$ cat config.mk
export PLATFORM = sky130hd
export DESIGN_NAME = fetch_ctrl
export DESIGN_NICKNAME = d
export VERILOG_FILES = /design/src/rtl/fetch_ctrl.sv
export SDC_FILE = /design/constraint.sdc
export NUM_CORES = 1
export LEC_CHECK = 0
export ABC_AREA = 0
export BUFFER_PORTS_ARGS = -buffer_cell sky130_fd_sc_hd__buf_2
export CAP_MARGIN = 20
export CORE_MARGIN = 4
export CORE_UTILIZATION = 40
export CTS_CLUSTER_DIAMETER = 40
export CTS_CLUSTER_SIZE = 25
export DETAILED_ROUTE_END_ITERATION = 6
export GPL_TIMING_DRIVEN = 0
export PLACE_DENSITY = 0.71
export SETUP_SLACK_MARGIN = 0.05
export SYNTH_ARGS = -nofsm -noshare
export SYNTH_HDL_FRONTEND = slang
export SYNTH_SLANG_ARGS = --single-unit
$ cat constraint.sdc
create_clock -name clk -period 2.2 [get_ports clk]
set_input_delay 0.11 -clock clk [delete_from_list [all_inputs] [get_ports clk]]
set_output_delay 0.11 -clock clk [all_outputs]
set_load 0.02 [all_outputs]
$ cat src/rtl/fetch_ctrl.sv
// ----------------------------------------------------------------------------
// fetch_ctrl : fetch sequencer for a req/gnt/rvalid instruction memory
// Rev 1.0
// ----------------------------------------------------------------------------
`default_nettype none

module fetch_ctrl #(
  parameter logic [63:0] RESET_PC       = 64'h0,
  parameter int unsigned TIMEOUT_CYCLES = 256
) (
  input  logic        clk,
  input  logic        rst,
  input  logic        PCSrc_E,
  input  logic [63:0] PCTarget_E,
  input  logic        Stall_D,
  output logic        imem_req,
  output logic [63:0] imem_addr,
  input  logic        imem_gnt,
  input  logic        imem_rvalid,
  input  logic [31:0] imem_rdata,
  output logic [63:0] PC_D,
  output logic [31:0] Instr_D,
  output logic        Valid_D,
  output logic        fetch_err
);

  localparam logic [31:0] NOP = 32'h0000_0013;
  localparam int CW = (TIMEOUT_CYCLES > 0) ? $clog2(TIMEOUT_CYCLES + 1) : 1;
  localparam logic [CW-1:0] TIMEOUT_VAL = CW'(TIMEOUT_CYCLES);
  localparam logic [CW-1:0] CNT_ONE     = CW'(1);

  typedef enum logic [0:0] {
    S_REQ  = 1'b0,
    S_WAIT = 1'b1
  } state_t;

  state_t        state;
  logic [63:0]   pc_f;
  logic [63:0]   inflight_pc;
  logic          drop;
  logic [CW-1:0] wait_cnt;
  logic          hold_valid;
  logic [63:0]   hold_pc;
  logic [31:0]   hold_instr;

  logic grant;
  logic rsp_fire;
  logic rsp_keep;
  logic ifid_hold;
  logic unused_tgt;

  // Request is gated by reset so it drops the instant reset asserts.
  assign imem_req   = rst && (state == S_REQ) && !hold_valid && !PCSrc_E;
  assign imem_addr  = pc_f;
  assign grant      = imem_req && imem_gnt;
  assign rsp_fire   = (state == S_WAIT) && imem_rvalid;
  assign rsp_keep   = rsp_fire && !PCSrc_E && !drop;
  assign ifid_hold  = Stall_D && Valid_D;
  assign unused_tgt = ^PCTarget_E[1:0];

  always_ff @(posedge clk or negedge rst) begin
    if (!rst) begin
      state       <= S_REQ;
      pc_f        <= RESET_PC;
      inflight_pc <= 64'h0;
      drop        <= 1'b0;
      wait_cnt    <= '0;
      fetch_err   <= 1'b0;
    end else begin
      case (state)
        S_REQ: begin
          if (grant) begin
            inflight_pc <= pc_f;
            pc_f        <= pc_f + 64'd4;
            wait_cnt    <= '0;
            state       <= S_WAIT;
          end
        end
        S_WAIT: begin
          if (imem_rvalid) begin
            wait_cnt <= '0;
            state    <= S_REQ;
          end else begin
            if (wait_cnt != TIMEOUT_VAL) begin
              wait_cnt <= wait_cnt + CNT_ONE;
            end
            if ((TIMEOUT_CYCLES != 0) && (wait_cnt + CNT_ONE == TIMEOUT_VAL)) begin
              fetch_err <= 1'b1;
            end
          end
        end
        default: state <= S_REQ;
      endcase

      // A redirect overrides the PC; the outstanding read, if any, becomes stale.
      if (PCSrc_E) begin
        pc_f <= {PCTarget_E[63:2], 2'b00};
        if ((state == S_WAIT) && !imem_rvalid) begin
          drop <= 1'b1;
        end
      end else if (rsp_fire && drop) begin
        drop <= 1'b0;
      end
    end
  end

  always_ff @(posedge clk or negedge rst) begin
    if (!rst) begin
      PC_D       <= 64'h0;
      Instr_D    <= NOP;
      Valid_D    <= 1'b0;
      hold_valid <= 1'b0;
      hold_pc    <= 64'h0;
      hold_instr <= NOP;
    end else if (PCSrc_E) begin
      PC_D       <= 64'h0;
      Instr_D    <= NOP;
      Valid_D    <= 1'b0;
      hold_valid <= 1'b0;
    end else if (ifid_hold) begin
      if (rsp_keep) begin
        hold_valid <= 1'b1;
        hold_pc    <= inflight_pc;
        hold_instr <= imem_rdata;
      end
    end else if (hold_valid) begin
      PC_D       <= hold_pc;
      Instr_D    <= hold_instr;
      Valid_D    <= 1'b1;
      hold_valid <= 1'b0;
    end else if (rsp_keep) begin
      PC_D    <= inflight_pc;
      Instr_D <= imem_rdata;
      Valid_D <= 1'b1;
    end else begin
      PC_D    <= 64'h0;
      Instr_D <= NOP;
      Valid_D <= 1'b0;
    end
  end

endmodule

`default_nettype wire

==> results by group, run 1 <==
Outcome
  – Status: finished, violations left
  – Failing checks: negative hold slack

STA
  – Unrepaired setup endpoints after global routing: yes
  – Fin. Hold Viols: 74
  – Final setup fails: 0
  – Fmax: 459.8 MHz
  – Max-slew headroom: 0.4457
  – Final Critical Period: 2.175 ns
  – Slew @ Worst Pin: 0.8314 ns
  – Final slew viol count: 0
  – Setup TNS: 0 ns
  – Fin Hold WS: -0.4998 ns
  – Final Cycle Share: 0.9885
  – Clk_skew: 0.03072 ns

Place
  – Port Buf Inserts: 260
  – Final GP Congestion: 0.9661
  – Cells after DPL: 2213
  – DP HPWL: 37.32 mm

Logic synthesis
  – Share of the synthesized area in the top cell type: 0.5358
  – Syn_area_per_cell: 10.12 um^2
  – Mapped Cells: 1481
  – Primary FF master, synth: dfrtp_1
  – Commonest cells in the netlist: 321 x dfrtp_1, 260 x nand2_1, 132 x nor2_1
  – Sequential area share after synthesis: 0.5463
  – Area contributors post-synth: dfrtp_1 54%, mux2_2 7.2%, nand2_1 6.5%
  – Most numerous cell in the Yosys netlist: dfrtp_1
  – Ys async rst share: 1.000
  – Synth area leader: dfrtp_1
  – Synth Cell Area: 14990 um^2
  – Total of warnings raised by yosys: 0
  – Synth unique cells: 64
  – Post-synthesis register bit count: 327
  – EDFF count, synth: 0

Cells and area
  – Ant. Diodes: 0
  – Nets: 2031
  – Area delta synth->final: 36.18%
  – Share of cells above drive strength 1: 0.3167
  – Layout Utilization: 0.5550
  – Non-Filler Instances: 2429

Power
  – Pleak: 9.996 nW
  – Max VDD drop: 0.0005941 V
  – PD cells: 787.1 nW/um^2

Drt
  – Routed via count: 14260
  – Post-Route WL: 53.35 mm
  – Post-DR vias/cell: 5.872
  – Post-route ant nets: 0
  – DR WL/cell: 21.96 um
  – Pre-antenna DRT Iters: 5
  – Starting DRT DRC Count: 1392
  – DRC Markers: 0

Setup path
  – Critical path peak fanout: 7
  – Setup crit end kind: flip-flop
  – Setup CP Type: flip-flop to flip-flop
  – Required @ worst endpoint: 2.68 ns
  – CP Launch Type: flip-flop
  – CP arrival: 2.65 ns

GRT
  – Overall routing resource usage: 0.2551
  – Initial antenna violation count: 0
  – Overflow after GRT: 0
  – Vias in the first global route: 14020
  – Largest net degree at the start of global routing: 128
  – First-pass GRT wire length: 82.34 mm

Floorplanning
  – Die Span X: 201.6 um
  – Row count: 70
  – Initial core utilization: 0.4076
  – Die ar.: 40640 um^2
  – Height of the die: 201.6 um
  – # IOs: 265
  – Core area: 36790 um^2

Clock network
  – Hold buffers post-CTS: 95
  – Reg clk slew, reported paths: 0.06 ns
  – CTS tree: built
  – Clock Sinks: 327
  – Clk root buf: clkbuf_16
  – Clock latency reported for the late side of the worst-skew pair: 0.56 ns
  – CTS buffer count: 45
  – H-tree lvl count: 2
  – CTS max path bufs: 3

Min path
  – HP Class: input pin to asynchronous set/reset pin

Flow run
  – Maximum Capacitance Violations: 0
[power by group]
group | internal (W) | switching (W)
registers | 0.00642 | 0.000523
clock network | 0.00455 | 0.00287
logic | 0.000652 | 0.00106
total | 0.0116 | 0.00445
[area by class of cell]
type / count / area, um^2
Fill cell: 3179 / 16370
Sequential cell: 327 / 8210
Inverter: 14 / 65.06
Buffer: 113 / 689.4
Timing Repair Buffer: 396 / 2646
Multi-Input combinational cell: 1029 / 6673
Clock inverter: 27 / 310.3
Clock buffer: 55 / 1236
Tap cell: 468 / 585.6
[critical path, cell delays in order, from the launching register on]
cell and delay, ns:
dfrtp_2 0.45, or4b_4 0.51, buf_8 0.17, nor2_8 0.13, buf_6 0.16, nand4_4 0.16, or4_1 0.43, nand3_1 0.09
[sequential cells by signal, summed over array words and instances (netlist names)]
name / cells
Instr_D: 32
PC_D: 63
Valid_D: 1
drop: 1
fetch_err: 1
hold_instr: 32
hold_pc: 62
hold_valid: 1
imem_addr: 62
inflight_pc: 62
state: 1
wait_cnt: 9
[logic make-up (layout without fill, tap and decap cells)]
family	Yosys count	after routing	share of synthesized area
AND/OR/NAND/NOR	665	666	0.2063
flip-flops	327	327	0.5463
AO/OA/AOI/OAI	251	251	0.1289
buffers and inverters	127	605	0.03639
multiplexers	105	105	0.07812
adder cells (fa/ha/maj)	3	3	0.002504
XOR/XNOR	2	2	0.001169
other	1	2	0.0002501
[per-stage QoR]
stage                     instance area (um^2)  setup WS (ns)  hold WS [ns]  total power (W)
after global placement                   16880         -5.638        0.3196         0.008355
after floorplan                          15000        0.05969       -0.1856         0.007602
after detailed placement                 16970        -0.8487        0.1518         0.008424
after CTS                                19920       0.003935       -0.4395          0.01606
after global routing                     20420       -0.04193       -0.4324          0.01667
final                                    20420        0.02525       -0.4998          0.01607
[metal layers]
layer / GRT usage / vias to the layer above / wire length, um
met3: 0.05125 / 148 / 4403
met1: 0.3481 / 6958 / 22200
met5: 0 / - / 0
met2: 0.3976 / 796 / 24340
met4: 0.1108 / 0 / 2405
li1: - / 6360 / -
[layout by cell type, fill, tap and decap left out, types with 7 or more instances in the layout]
cell | netlist | final
nand3_1 | 52 | 45
o311ai_0 | 25 | 13
a221o_1 | 10 | 10
nand4_1 | 36 | 36
or3_1 | 9 | 8
o21ai_0 | 40 | 34
a221oi_1 | 94 | 93
clkbuf_4 | 0 | 9
buf_4 | 4 | 45
inv_6 | 0 | 9
clkbuf_1 | 73 | 46
clkbuf_16 | 0 | 47
a21oi_1 | 14 | 13
o311ai_1 | 0 | 12
nor2_1 | 132 | 128
inv_1 | 13 | 13
dlygate4sd3_1 | 0 | 95
dfrtp_1 | 321 | 305
nor3_1 | 109 | 101
mux2_2 | 96 | 96
and3_1 | 11 | 10
dfrtp_2 | 0 | 16
buf_2 | 24 | 267
nand2_1 | 260 | 255
mux2i_1 | 9 | 9
buf_6 | 2 | 11
clkbuf_2 | 3 | 23
a21o_1 | 8 | 8
o211ai_1 | 19 | 19
nor3_4 | 0 | 7
or4_1 | 7 | 7
[worst paths after layout]
check / cells after the start / slack, ns / start / endpoint
min in group clk: 3 / 0.17 / imem_gnt / inflight_pc[59]
max in group asynchronous: 2 / 1.57 / rst / inflight_pc[52]
hold / removal: 1 / -0.50 / rst / imem_addr[14]
setup / recovery: 7 / 0.03 / hold_valid / imem_addr[36]
setup reg to reg: 7 / 0.03 / hold_valid / imem_addr[36]
hold reg to reg: 1 / 0.47 / fetch_err / fetch_err
[what timing repair did]
item                       4_1_cts  5_1_grt
hold endpoints to repair       202       74
resized for setup               89      129
buffers inserted                17       21
setup endpoints to repair      320      211
cloned                           0        1
pin swaps                        6       19
No activity file was read; power rests on OpenSTA's default activity.
==> inputs of run 2 (changes only) <==
Settings changed: BUFFER_PORTS_ARGS -buffer_cell sky130_fd_sc_hd__buf_2 to -buffer_cell sky130_fd_sc_hd__buf_4, SKIP_LAST_GASP from default to 1.
==> results by group, run 2 (same netlist as run 1, synthesis figures left out) <==
Outcome
  – Status: finished, violations left
  – Failing checks: negative setup slack

STA
  – Fin Hold WS: 0.01541 ns (+0.5152 ns)
  – Final setup fails: 1 (+1)
  – Unrepaired setup endpoints after global routing: yes
  – Final slew viol count: 0 (unchanged)
  – Setup TNS: -0.02627 ns (-0.02627 ns)
  – Setup slack after layout: -0.02627 ns (-0.05151 ns)
  – Final Critical Period: 2.226 ns (+0.05151 ns)
  – Slew @ Worst Pin: 0.9928 ns (+0.1614 ns)
  – Clk_skew: 0.01495 ns (-0.01577 ns)
  – Fmax: 449.2 MHz (-2.3%)
  – Max-slew headroom: 0.3381 (-0.1076)
  – Final Cycle Share: 1.012 (+0.02341)
  – Fin. Hold Viols: 0 (-100%)

Cells and area
  – Share of cells above drive strength 1: 0.3255 (+0.008801)
  – Top reg by flops: PC_D
  – Nets: 2065 (+1.7%)
  – Most common cell after layout, fill and taps aside: buf_4
  – Layout Utilization: 0.5868 (+0.03177)
  – Ant. Diodes: 0 (unchanged)
  – Max FFs per register: 63 (unchanged)
  – Area delta synth->final: 43.97%
  – Commonest non-fill, non-tap cells in the layout: 322 x buf_4, 301 x dfrtp_1, 257 x nand2_1
  – Filler cells: 3044 (-4.2%)

Drt
  – DRC Markers: 0 (unchanged)
  – Pre-antenna DRT Iters: 5 (unchanged)
  – Routed via count: 14450 (+1.3%)
  – Post-DR vias/cell: 5.870 (about the same)
  – Starting DRT DRC Count: 1335 (-4.1%)
  – Post-route ant nets: 0 (unchanged)
  – Post-Route WL: 55.63 mm (+4.3%)
  – DR WL/cell: 22.60 um (+2.9%)

Floorplanning
  – # IOs: 265 (unchanged)
  – Core area: 36790 um^2 (unchanged)
  – Initial core utilization: 0.4076 (unchanged)
  – Die Span X: 201.6 um (unchanged)
  – Die ar.: 40640 um^2 (unchanged)
  – Row count: 70 (unchanged)
  – Height of the die: 201.6 um (unchanged)

Place
  – Final GP Congestion: 0.9625 (-0.37%)
  – Port Buf Inserts: 260 (unchanged)
  – DP HPWL: 37.61 mm (+0.77%)

Setup path
  – CP Launch Type: flip-flop
  – Slowest cell on crit path: or4b_4
  – Largest delay share family, worst path: simple AND/OR/NAND/NOR gates
  – Setup crit end kind: flip-flop
  – Slowest cell delay on critical path: 0.53 ns (+0.02 ns)
  – Required @ worst endpoint: 2.68 ns (about the same)
  – Critical path peak fanout: 8 (+1)
  – Critical path, cell by cell: or4b_4 > buf_12 > nor2_8 > nand4_4 > or4_1 > nand3_1
  – CP arrival: 2.71 ns (+0.06 ns)
  – WP buf/inv: 1 (-1)
  – Setup CP Type: flip-flop to flip-flop

GRT
  – Initial antenna violation count: 1 (+1)
  – First-pass GRT wire length: 84.16 mm (+2.2%)
  – Vias in the first global route: 14240 (+1.6%)
  – Largest net degree at the start of global routing: 113 (-12%)
  – Overall routing resource usage: 0.2614 (+0.006242)
  – Overflow after GRT: 0 (unchanged)

Flow run
  – Maximum Capacitance Violations: 0 (unchanged)

Clock network
  – Reg clk slew, reported paths: 0.07 ns (about the same)
  – CTS buffer count: 44 (-2.2%)
  – CTS tree: built
  – Clk root buf: clkbuf_16
  – H-tree lvl count: 2 (unchanged)
  – Clock latency reported for the late side of the worst-skew pair: 0.55 ns (about the same)
  – CTS max path bufs: 3 (unchanged)
  – Clock Sinks: 327 (unchanged)

Power
  – PD cells: 749.2 nW/um^2 (-4.8%)
  – Pleak: 10.34 nW (+3.4%)
  – Total power: 0.01617 W (+0.64%)
  – Max VDD drop: 0.0005471 V (-7.9%)

Min path
  – HP Class: input pin to asynchronous set/reset pin
## run 2: cell count changes in the layout (fill, tap and decap cells not counted), moves of 3 or more
cell / previous run / this run
a31oi_1: 6 / 3
buf_12: 3 / 9
buf_16: 2 / 9
buf_2: 267 / 9
buf_4: 45 / 322
clkbuf_1: 46 / 55
clkbuf_2: 23 / 11
clkbuf_4: 9 / 6
clkinv_4: 2 / 5
clkinv_8: 1 / 4
dfrtp_1: 305 / 301
dfrtp_2: 16 / 20
dlygate4sd3_1: 95 / 98
o311ai_1: 12 / 9
## run 2: through the flow
stage / instance area (um^2) / cells / worst slack (ns)
after floorplan: 15000 / 1482 / 0.05969
after global placement: 17530 / 2210 / -3.228
after detailed placement: 17640 / 2214 / -1.273
after CTS: 20920 / 2420 / 0.002576
after global routing: 21580 / 2462 / -0.04528
final: 21580 / 2462 / -0.02627
## run 2: power breakdown
part / leakage (nW) / switching, W / internal (W)
registers: 4.32 / 0.000554 / 0.00641
logic: 5.28 / 0.00110 / 0.000864
clock network: 0.730 / 0.00299 / 0.00425
## run 2: per-layer routing
layer  global-route usage  vias up  wire [um]
li1                     -     6422          -
met1               0.3639     7095      23300
met2               0.4168      756      25470
met3              0.04416      177       4446
met4              0.09009        2       2392
met5                    0        -         13
## run 2: worst paths after layout
path | end | depth (start not counted) | startpoint | slack [ns]
max in group asynchronous | Instr_D[8] | 7 | rst | 1.33
worst max register to register | imem_addr[62] | 6 | hold_valid | -0.03
worst min-delay path | Instr_D[4] | 5 | rst | 0.02
worst max-delay path | imem_addr[62] | 6 | hold_valid | -0.03
min in group clk | imem_addr[6] | 4 | imem_gnt | 0.12
worst min register to register | Instr_D[4] | 2 | Instr_D[4] | 0.48
## run 2: final cells by class
cell class | instances | area, um^2 | area share
Sequential cell | 327 | 8215 | 0.3806
Timing Repair Buffer | 430 | 3791 | 0.1756
Buffer | 113 | 729.5 | 0.03380
Multi-Input combinational cell | 1030 | 6690 | 0.3100
Clock buffer | 51 | 1189 | 0.05507
Inverter | 14 | 65.06 | 0.003014
Tap cell | 468 | 585.6 | 0.02713
Clock inverter | 29 | 319.1 | 0.01478
## run 2: worst reg2reg max path, stage by stage, from the launching register on
cell and delay (ns):
dfrtp_2 0.46, or4b_4 0.54, buf_12 0.18, nor2_8 0.21, nand4_4 0.17, or4_1 0.53, nand3_1 0.09
## run 2: what timing repair did
action                                 4_1_cts  5_1_grt
gates resized for setup                     98      108
endpoints found under the hold margin      256        0
buffers inserted                            17       39
hold buffers                               107        0
pin swaps                                   12       20
cloned                                       2        3
setup endpoints to repair                  322      180
==> inputs of run 3 (changes only) <==
Settings changed: CORE_ASPECT_RATIO from default to 0.7.
Clock period 2.2 ns to 2.6 ns, I/O delays scaled along.
==> results by group, run 3 (same netlist as run 1, synthesis figures left out) <==
Outcome
  – Status: complete, no violations

GRT
  – Vias in the first global route: 13750 (-3.5%)
  – Overflow after GRT: 0 (unchanged)
  – Initial antenna violation count: 2 (+1)
  – Largest net degree at the start of global routing: 63 (-44%)
  – First-pass GRT wire length: 82.70 mm (-1.7%)
  – Overall routing resource usage: 0.2647 (+0.003307)

STA
  – Unrepaired setup endpoints after global routing: yes
  – Final slew viol count: 0 (unchanged)
  – Final Cycle Share: 0.9675 (-0.04442)
  – Final Critical Period: 2.516 ns (+0.2893 ns)
  – Slew @ Worst Pin: 1.108 ns (+0.1154 ns)
  – Fin. Hold Viols: 0 (unchanged)
  – Setup TNS: 0 ns (+0.02627 ns)
  – Max-slew headroom: 0.2612 (-0.07692)
  – Fmax: 397.5 MHz (-12%)
  – Final setup fails: 0 (-1)
  – Clk_skew: 0.03190 ns (+0.01695 ns)

Clock network
  – CTS max path bufs: 3 (unchanged)
  – CTS tree: built
  – Clock Sinks: 327 (unchanged)
  – CTS buffer count: 41 (-6.8%)
  – Reg clk slew, reported paths: 0.07 ns (about the same)
  – Clock latency reported for the late side of the worst-skew pair: 0.56 ns (about the same)
  – H-tree lvl count: 2 (unchanged)
  – Clk root buf: clkbuf_16

Cells and area
  – Max FFs per register: 63 (unchanged)
  – Most common cell after layout, fill and taps aside: dfrtp_1
  – Share of cells above drive strength 1: 0.2713 (-0.05420)
  – Nets: 2011 (-2.6%)
  – Commonest non-fill, non-tap cells in the layout: 318 x dfrtp_1, 271 x buf_4, 259 x nand2_1
  – Filler cells: 3241 (+6.5%)
  – Area delta synth->final: 37.33%
  – Top reg by flops: PC_D

Drt
  – Routed via count: 14180 (-1.9%)
  – Pre-antenna DRT Iters: 6 (+1)
  – Post-Route WL: 55.53 mm (-0.19%)
  – Post-route ant nets: 0 (unchanged)
  – Post-DR vias/cell: 5.842 (-0.48%)
  – Starting DRT DRC Count: 1557 (+17%)
  – DR WL/cell: 22.87 um (+1.2%)
  – DRC Markers: 0 (unchanged)

Floorplanning
  – Row count: 59 (-16%)
  – Height of the die: 170.0 um (-16%)
  – Die ar.: 40690 um^2 (+0.12%)
  – Die Span X: 239.4 um (+19%)
  – Core area: 37060 um^2 (+0.74%)
  – Initial core utilization: 0.4046 (-0.003000)
  – # IOs: 265 (unchanged)

Power
  – Sw Pwr: 0.003820 W (-18%)
  – Max VDD drop: 0.0004662 V (-15%)
  – Reg power frac: 0.435 (+0.004)
  – Total power: 0.01347 W (-17%)
  – Switching Fraction: 0.2835 (-0.003829)
  – Logic pwr share: 0.114 (-0.007)
  – PD cells: 654.4 nW/um^2 (-13%)
  – Clock power share: 0.451 (+0.003)
  – Internal Pwr Total: 0.009652 W (-16%)
  – Pleak: 9.850 nW (-4.7%)

Setup path
  – CP Launch Type: flip-flop
  – Setup crit end kind: flip-flop
  – Setup CP Type: flip-flop to flip-flop
  – Critical path peak fanout: 8 (unchanged)
  – Required @ worst endpoint: 3.09 ns (+0.41 ns)
  – CP arrival: 3.00 ns (+0.29 ns)
  – R2R cell count: 5 (-1)

Place
  – Port Buf Inserts: 260 (unchanged)
  – DP HPWL: 39.10 mm (+4.0%)
  – Final GP Congestion: 0.9384 (-2.5%)

Min path
  – Worst Hold Depth: 3
  – HP Class: input pin to flip-flop

Flow run
  – Maximum Capacitance Violations: 0 (unchanged)
run 3: critical path: stages (launching register included):
cell       delay, ns
dfrtp_1         0.66
nand4_2         0.35
or3_1           0.54
nand4bb_1       0.30
or4_1           0.51
nand3_1         0.09
run 3: final cells by class:
cell class              instances  area [um^2]  area share
clock buffers                  48         1112     0.05403
plain buffers                 113        499.2     0.02425
diodes                          1        2.502   0.0001215
flip-flops and latches        327         8194      0.3980
repair buffers                381         3405      0.1654
well taps                     488        610.6     0.02966
clock inverters                28        362.8     0.01762
multi-input cells            1028         6345      0.3082
inverters                      14        57.56    0.002796
run 3: routing by layer:
metal	GRT usage	vias up	routed length, um
li1	-	6301	-
met1	0.3817	7049	23980
met2	0.4053	745	24270
met3	0.06690	89	5944
met4	0.06204	0	1333
met5	0	-	0
run 3: metrics by stage:
stage	setup slack [ns]	cells	utilization	area (um^2)	hold slack, ns
2_1_floorplan	0.4478	1482	-	15000	-0.1656
3_3_place_gp	-2.863	2230	0.4738	17560	0.3330
3_5_place_dp	-1.403	2233	0.4759	17640	0.1916
4_1_cts	0.04454	2424	0.5537	20520	0.04566
5_1_grt	0.02608	2428	0.5556	20590	0.04793
6_report	0.08444	2428	0.5556	20590	0.06050
run 3: worst paths after layout:
| check | slack [ns] | startpoint | to |
|---|---|---|---|
| max | 0.08 | imem_addr[38] | imem_addr[61] |
| max reg2reg | 0.08 | imem_addr[38] | imem_addr[61] |
| max in group asynchronous | 1.59 | rst | Instr_D[0] |
| min reg2reg | 0.49 | Instr_D[1] | Instr_D[1] |
| min | 0.06 | imem_gnt | inflight_pc[59] |
| min in group asynchronous | 0.24 | rst | PC_D[10] |
run 3: power groups by stage:
| stage | combinational (W) | clock (W) | sequential [W] |
|---|---|---|---|
| detailed placement | 0.00133 | 0 | 0.00593 |
| finish | 0.00154 | 0.00607 | 0.00586 |
| global placement | 0.00129 | 0 | 0.00591 |
| CTS | 0.00153 | 0.00614 | 0.00584 |
| floorplan | 0.000534 | 0 | 0.00590 |
| global route | 0.00168 | 0.00636 | 0.00589 |
run 3: what timing repair did:
action                                  CTS  global route
gates cloned                              3             0
buffers inserted                          3             3
pin swaps                                 3             3
endpoints found under the hold margin   331             0
gates resized for setup                  13            22
endpoints found under the setup margin  240            47
hold buffers                            109             0
